[src/rtl/serial_pkg.sv]
// serial_pkg: serial-link state encoding and defaults shared by transmitter and receiver
package serial_pkg;
  localparam int DEF_WIDTH = 8;
  localparam int DEF_CLKS_PER_BIT = 4;
  typedef enum logic [2:0] {
    IDLE      = 3'd0,
    START     = 3'd1,
    DATA      = 3'd2,
    PARITY    = 3'd3,
    STOP      = 3'd4,
    WAIT_HIGH = 3'd5
  } state_t;
  typedef enum logic {EVEN = 1'b0, ODD = 1'b1} parity_t;
  localparam parity_t PARITY_MODE = EVEN;
endpackage

[src/rtl/s2p_bit_timer.sv]
// s2p_bit_timer: bit-period counter with half-period mode; ticks at each sample point
module s2p_bit_timer
  import serial_pkg::*;
#(
  parameter int CLKS_PER_BIT = DEF_CLKS_PER_BIT
) (
  input  logic clk,
  input  logic rst_n,
  input  logic clr,
  input  logic half,
  output logic tick
);
  localparam int TW = $clog2(CLKS_PER_BIT);
  logic [TW-1:0] cnt;
  assign tick = cnt == (half ? TW'(CLKS_PER_BIT / 2 - 1) : TW'(CLKS_PER_BIT - 1));
  always_ff @(posedge clk or negedge rst_n)
    if (!rst_n) cnt <= '0;
    else cnt <= (clr || tick) ? '0 : cnt + 1'b1;
endmodule

[src/rtl/serial_to_parallel_rx.sv]
// serial_to_parallel_rx: framed serial receiver (start, LSB-first data, parity, stop)
module serial_to_parallel_rx
  import serial_pkg::*;
#(
  parameter int WIDTH = DEF_WIDTH,
  parameter int CLKS_PER_BIT = DEF_CLKS_PER_BIT
) (
  input  logic             clk,
  input  logic             rst_n,
  input  logic             sin,
  output logic [WIDTH-1:0] data_out,
  output logic             valid,
  output logic             parity_err,
  output logic             frame_err,
  output logic             busy
);
  localparam int IW = WIDTH > 1 ? $clog2(WIDTH) : 1;
  state_t state;
  logic [IW-1:0] idx;
  logic [WIDTH-1:0] sh;
  logic par, tick;
  s2p_bit_timer #(.CLKS_PER_BIT(CLKS_PER_BIT)) u_timer (
    .clk  (clk),
    .rst_n(rst_n),
    .clr  (state == IDLE || state == WAIT_HIGH),
    .half (state == START),
    .tick (tick)
  );
  always_ff @(posedge clk or negedge rst_n)
    if (!rst_n) begin
      state      <= IDLE;
      idx        <= '0;
      sh         <= '0;
      par        <= 1'b0;
      data_out   <= '0;
      valid      <= 1'b0;
      parity_err <= 1'b0;
      frame_err  <= 1'b0;
      busy       <= 1'b0;
    end else begin
      valid <= 1'b0;
      case (state)
        IDLE: if (!sin) begin
          state <= START;
          busy  <= 1'b1;
        end
        START: if (tick) begin
          state <= sin ? IDLE : DATA;
          busy  <= !sin;
          idx   <= '0;
        end
        DATA: if (tick) begin
          sh    <= (sh >> 1) | (WIDTH'(sin) << (WIDTH - 1));
          idx   <= idx + 1'b1;
          state <= idx == IW'(WIDTH - 1) ? PARITY : DATA;
        end
        PARITY: if (tick) begin
          par   <= sin;
          state <= STOP;
        end
        STOP: if (tick) begin
          data_out   <= sh;
          parity_err <= par != ((^sh) ^ (PARITY_MODE == ODD));
          frame_err  <= !sin;
          valid      <= 1'b1;
          busy       <= 1'b0;
          state      <= sin ? IDLE : WAIT_HIGH;
        end
        WAIT_HIGH: if (sin) state <= IDLE;
        default: state <= IDLE;
      endcase
    end
endmodule

[config.mk]
export PLATFORM = sky130hd
export DESIGN_NAME = serial_to_parallel_rx
export DESIGN_NICKNAME = d
export VERILOG_FILES = /design/src/rtl/serial_pkg.sv /design/src/rtl/s2p_bit_timer.sv /design/src/rtl/serial_to_parallel_rx.sv
export SDC_FILE = /design/constraint.sdc
export NUM_CORES = 1
export LEC_CHECK = 0
export ABC_AREA = 1
export CORE_MARGIN = 2
export CORE_UTILIZATION = 55
export CTS_CLUSTER_DIAMETER = 40
export DETAILED_ROUTE_END_ITERATION = 8
export PLACE_DENSITY_LB_ADDON = 0.08
export SLEW_MARGIN = 20
export SYNTH_ARGS = -nofsm -noshare
export SYNTH_HDL_FRONTEND = slang
export SYNTH_HIERARCHICAL = 1
export SYNTH_SLANG_ARGS = --single-unit
export TNS_END_PERCENT = 20
[constraint.sdc]
create_clock -name clk -period 2.45 [get_ports clk]
set_clock_uncertainty 0.15 [all_clocks]
set_input_delay 0.735 -clock clk [delete_from_list [all_inputs] [get_ports clk]]
set_output_delay 0.735 -clock clk [all_outputs]
set_load 0.01 [all_outputs]
# [Word-level counts from Yosys, hierarchy flattened]
# Cells that the tools add are included.
# W data, S select, Z words.
[word_totals] register_bits=29 output_inout_bits=12 word_cells=61
[classes] addsub=2 n_eq_ne=14 n_mux=21 bitwise_logic=1 n_reduce_logical=13
[op_table] op="$mux W3" count=9
[op_table] op="$pmux W3 S6" count=1
[op_table] op="$eq A3 B3 Y1 const B" count=3
[op_table] op="$or A7 B8 Y8" count=1
[op_table] op="$reduce_xor A8 Y1" count=1
[op_table] op="$eq A3 B2 Y1 const B" count=2
[op_table] op="$mux W1" count=6
[op_table] op="$mux W2" count=3
[op_table] op="$ne A2 B1 Y1 const B" count=3
[op_table] op="$ne A2 B2 Y1 const B" count=3
[op_table] op="$pmux W3 S2" count=1
[op_table] op="$reduce_and A2 Y1" count=3
[op_table] op="$reduce_and A6 Y1" count=1
[op_table] op="$reduce_and A4 Y1" count=1
[op_table] op="$add A3 B1 Y3 const B" count=1
[op_table] op="$eq A3 B1 Y1 const B" count=1
[op_table] op="$logic_not A3 Y1" count=1
[op_table] op="$pmux W1 S3" count=1
[op_table] op="$reduce_and A3 Y1" count=1
[op_table] op="$reduce_bool A3 Y1" count=1
[op_table] op="$add A2 B1 Y2 const B" count=1
[op_table] op="$eq A2 B2 Y1" count=1
[op_table] op="$logic_or A1 B1 Y1" count=2
[op_table] op="$reduce_bool A2 Y1" count=1
[op_table] op="other kinds (2)" count=2

# [Logic depth before layout (Yosys ltp)]
[logic_depth] ltp_word=5 depth_mapped=14 depth_no_buf=13

# [Cells and area by module]
# The synthesis kept the hierarchy.
[modules_own_cells] mod="serial_to_parallel_rx" instances=1 cells_each=160 area_each_um2=1313.8 seq_area_each_um2=675.6
[modules_own_cells] mod="s2p_bit_timer" instances=1 cells_each=13 area_each_um2=105.1 seq_area_each_um2=50.0

# [Worst setup path after synthesis]
# OpenSTA, ideal clock, no wires.
[synth_path] path_type="register -> register" startpoint="reg state[2]" endpoint="reg busy" setup_ns=0.122 arrival_ns=1.662 t_required_ns=2.178 path_slack_ns=0.516 stages_incl_launch_ff=15 path_buffers=2 synth_period_minus_slack_ns=1.934 path_cell_list="dfrtp_1 > nor2_1 > nand2_1 > inv_1 > inv_1 > nand2_1 > nand3_2 > inv_1 > buf_2 > nand2_1 > buf_6 > clkinv_4 > nor2_2 > o21ai_2 > nand2_1"
[synth_between] elab_chain_cells=5
[synth_lines] item="start, declared" line_no="serial_to_parallel_rx.sv:18" source="state_t state;"
[synth_lines] item="start signal, assigned" line_no="serial_to_parallel_rx.sv:48" source="state <= sin ? IDLE : DATA;"
[synth_lines] item="start signal, assigned" line_no="serial_to_parallel_rx.sv:55" source="state <= idx == IW'(WIDTH - 1) ? PARITY : DATA;"
[synth_lines] item="start signal, assigned" line_no="serial_to_parallel_rx.sv:67" source="state <= sin ? IDLE : WAIT_HIGH;"
[synth_lines] item="$eq A3 B1 Y1 *" line_no="serial_to_parallel_rx.sv:26" source=".half (state == START),"
[synth_lines] item="$mux W2 *" line_no="s2p_bit_timer.sv:15" source="assign tick = cnt == (half ? TW'(CLKS_PER_BIT / 2 - 1) : TW'(CLKS_PER_BIT - 1));"
[synth_lines] item="$eq A2 B2 Y1 *" line_no="s2p_bit_timer.sv:15"
[synth_lines] item="named net tick" line_no="serial_to_parallel_rx.sv:21" source="logic par, tick;"
[synth_lines] item="$ne A2 B2 Y1 (no source line) or $ne A2 B1 Y1 (tied branches)"
[synth_lines] item="$reduce_and A4 Y1 (no source line) *"
[synth_lines] item="end signal, assigned" line_no="serial_to_parallel_rx.sv:49" source="busy <= !sin;"
[synth_lines] item="end, declared" line_no="serial_to_parallel_rx.sv:15" source="output logic busy"
# The timed path passes the listed nets; every way through them passes the cells marked *.
# A chain may end at the register's enable or synchronous reset.

# [Worst setup path after layout]
[layout_path] startpoint="reg busy" endpoint="out busy"
# No word-level cell between the ends.

==> impl_results.md <==
- Status: completed
- Hold EP: data_out[5]
- CP Cell Sequence: clkdlybuf4s50_1
- CTS tree: built
- Worst reg2reg setup slack: 0.35 ns
- DRT Wirelength: roughly 2600 um
- Initial DRC Count: 34
- Synth area leader: dfrtp_1
- Worst R2R Path Depth: 12
- Syn_nets: about 180
- Die area: approximately 3000 sq um
- Minimum clock period: about 2.1 ns
- Register area share after synthesis: about half
- DP Wirelength: 1930 um
- Fill cell count: ~210
- CP max FO: 2
- Post-Syn Instances: about 170
- Max cap viols: 0
- Peak Freq: approximately 470 MHz
- LEAKAGE: about 0.83 nW
- Synth Cell Area: between 1000 and 1500 sq um
- DR WL met3: between 150 and 200 um
- Crit path launch type: flop
- Hold Crit Class: reg2reg
- GR Util All Layers: between 20 and 25%
- Arrival time of the worst setup path: approximately 1.2 ns
- Worst endpoint required time: 1.56 ns
- Grt ovf: 0
- Dpl cells: 219
- Top cells by area, synth: dfrtp_1 51%, nand2_1 16%, o21ai_0 6.0%
- Kind of critical path: reg2out
- WL met2: about 1200 um
- Most frequent cells in the layout: 59 x nand2_1, 29 x dfrtp_1, 22 x inv_1, 17 x o21ai_0, 14 x clkdlybuf4s50_1
- N_diodes: 0
- Critical path's top delay family: buffers and inverters
- Worst path buffer plus inverter count: 1
- Final net count: 201
- Post-cts resize count: 0
- Power Density: approximately 1000 nW/um^2
- Final Cell Area: 1660 sq um
- Setup crit end kind: primary output
- Root Buffer: clkbuf_4
- Vias per cell: slightly above 5
- Post-DRT Antenna Nets: 0
- DP Area: approximately 1600 sq um
- Setup WS pre-CTS: around 0.33 ns
- Port buffer count: 14
- Vias in the first global route: around 1100
- Slew Viols, Final: 0
- Starting Density: 57.8%
- Pre-Repair DR Iteration Count: 4
- Met1 WL: roughly 1200 um
- Reg clk slew, reported paths: about 0.090 ns
- Ys Warns: 6
- RR Endpoint: state[1]
- Flop and latch count out of synthesis: 29
- Sequential Area: 726 sq um
- Hold Vio Cnt, Final: 0
- Slowest stage cell on the critical path: clkdlybuf4s50_1
- Drt drc: 0
- Commonest non-fill, non-tap cell in the layout: nand2_1
- WL/cell: ~12 um
- Post-synth top area share: about half
- RSZ-0062 raised after global routing: false
- Maximum vdd ir drop: roughly 770 uV
- GP Congestion: 0.806
- First-pass GRT wire length: 4530 um
- Multi-input gate area: around 560 sq um
- Via count: ~1200
- H-tree lvl count: 2
- Final worst-path cycle share: roughly 87%
- Critical R2R Launch: state[1]
- Core area: roughly 2500 sq um
- Critical path's largest stage delay: approximately 0.55 ns
- Area Growth Syn to Fin: 16.9%
- Avg Cell Area, Syn: about 8 sq um
- Setup TNS: 0 ns
- PnR worst setup slack: about 0.33 ns
- Io pins: 15
- Finished Layout Cells: between 200 and 250
- DIE HEIGHT: roughly 55 um
- Post-synthesis cell type count: 27
- Final Util: about 68%
- Worst-Margin Slew: 0.358 ns
- Clock Latency Late Sink: between 0.3 and 0.4 ns
- Row cnt: 18
- Worst hold stages: 2
- Chip Width: between 50 and 60 um
- Initial antenna violation count: 0
- Cts bufs inserted: 5
- Top Layer Used: met4
- Min-delay src: data_out[5]
- Largest net degree at the start of global routing: 30
- TritonCTS Sinks: 29
- Hold Buf Count CTS: 0
- Clock Path Buffers: 2
- Proportion of layout cells with a drive suffix above 1: a little under an eighth
- Post-CTS setup-driven buffer insertion count: 0
- Slew HR: around three quarters
- Endpoints failing setup: 0
-- worst max-delay path by stage --
| stage | cells past startpoint | to | from | slack (ns) |
|---|---|---|---|---|
| 2_1_floorplan | 14 | busy | state[2] | 0.52 |
| 3_3_place_gp | 6 | state[2] | sin | 0.38 |
| 3_5_place_dp | 6 | state[1] | sin | 0.33 |
| 4_1_cts | 1 | busy | busy | 0.31 |
| 5_1_grt | 13 | state[0] | state[1] | 0.08 |
| 6_report | 1 | busy | busy | 0.33 |
-- Yosys cell counts (all sizes together) --
| master | number |
|---|---|
| a21oi | 1 |
| nand2 | 61 |
| o2111ai | 1 |
| buf | 3 |
| xnor2 | 1 |
| o22ai | 2 |
| nor3 | 3 |
| nand3 | 10 |
| nor2 | 7 |
| o21ai | 25 |
| ha | 2 |
| o21bai | 1 |
| inv | 24 |
| clkinv | 1 |
| dfrtp | 29 |
| xor2 | 1 |
| clkbuf | 1 |
-- sequential cells by signal, summed over array words and instances, names as in the netlist --
signal	cells
state	3
parity_err	1
idx	3
valid	1
data_out	8
busy	1
par	1
u_timer/cnt	2
sh	8
frame_err	1
-- layout make-up --
| class | instances | area share, % |
|---|---|---|
| Timing Repair Buffer | 20 | 11.2 |
| Tap cell | 30 | 2.26 |
| Inverter | 25 | 5.96 |
| Clock buffer | 8 | 2.94 |
| Sequential cell | 29 | 43.7 |
| Multi-Input combinational cell | 115 | 33.9 |
-- kinds of logic after synthesis --
logic type,count (synthesis),share of synthesized area (%)
simple gates,81,24.8
compound gates,30,11.9
buf+inv,29,9.17
flops,29,51.1
xor+xnor,2,1.23
fa+ha+maj,2,1.76
-- routing by layer --
layer	vias to the layer above	global-route usage [%]
met5	-	0
met4	0	9.58
met3	8	8.47
met2	38	37.3
met1	525	24.7
li1	594	-
-- power breakdown --
part | switching, W | internal (W) | leakage (nW)
clock network | 0.000158 | 0.000114 | 0.0265
logic | 0.000418 | 0.000303 | 0.416
registers | 0.000113 | 0.000603 | 0.384
-- through the flow --
stage / power (W) / hold slack, ns
after detailed placement: 0.00145 / 0.322
after CTS: 0.00172 / 0.344
final: 0.00171 / 0.339
after floorplan: 0.00122 / 0.289
after global routing: 0.00186 / 0.360
after global placement: 0.00142 / 0.307
Power figures use the tool's default switching activity.
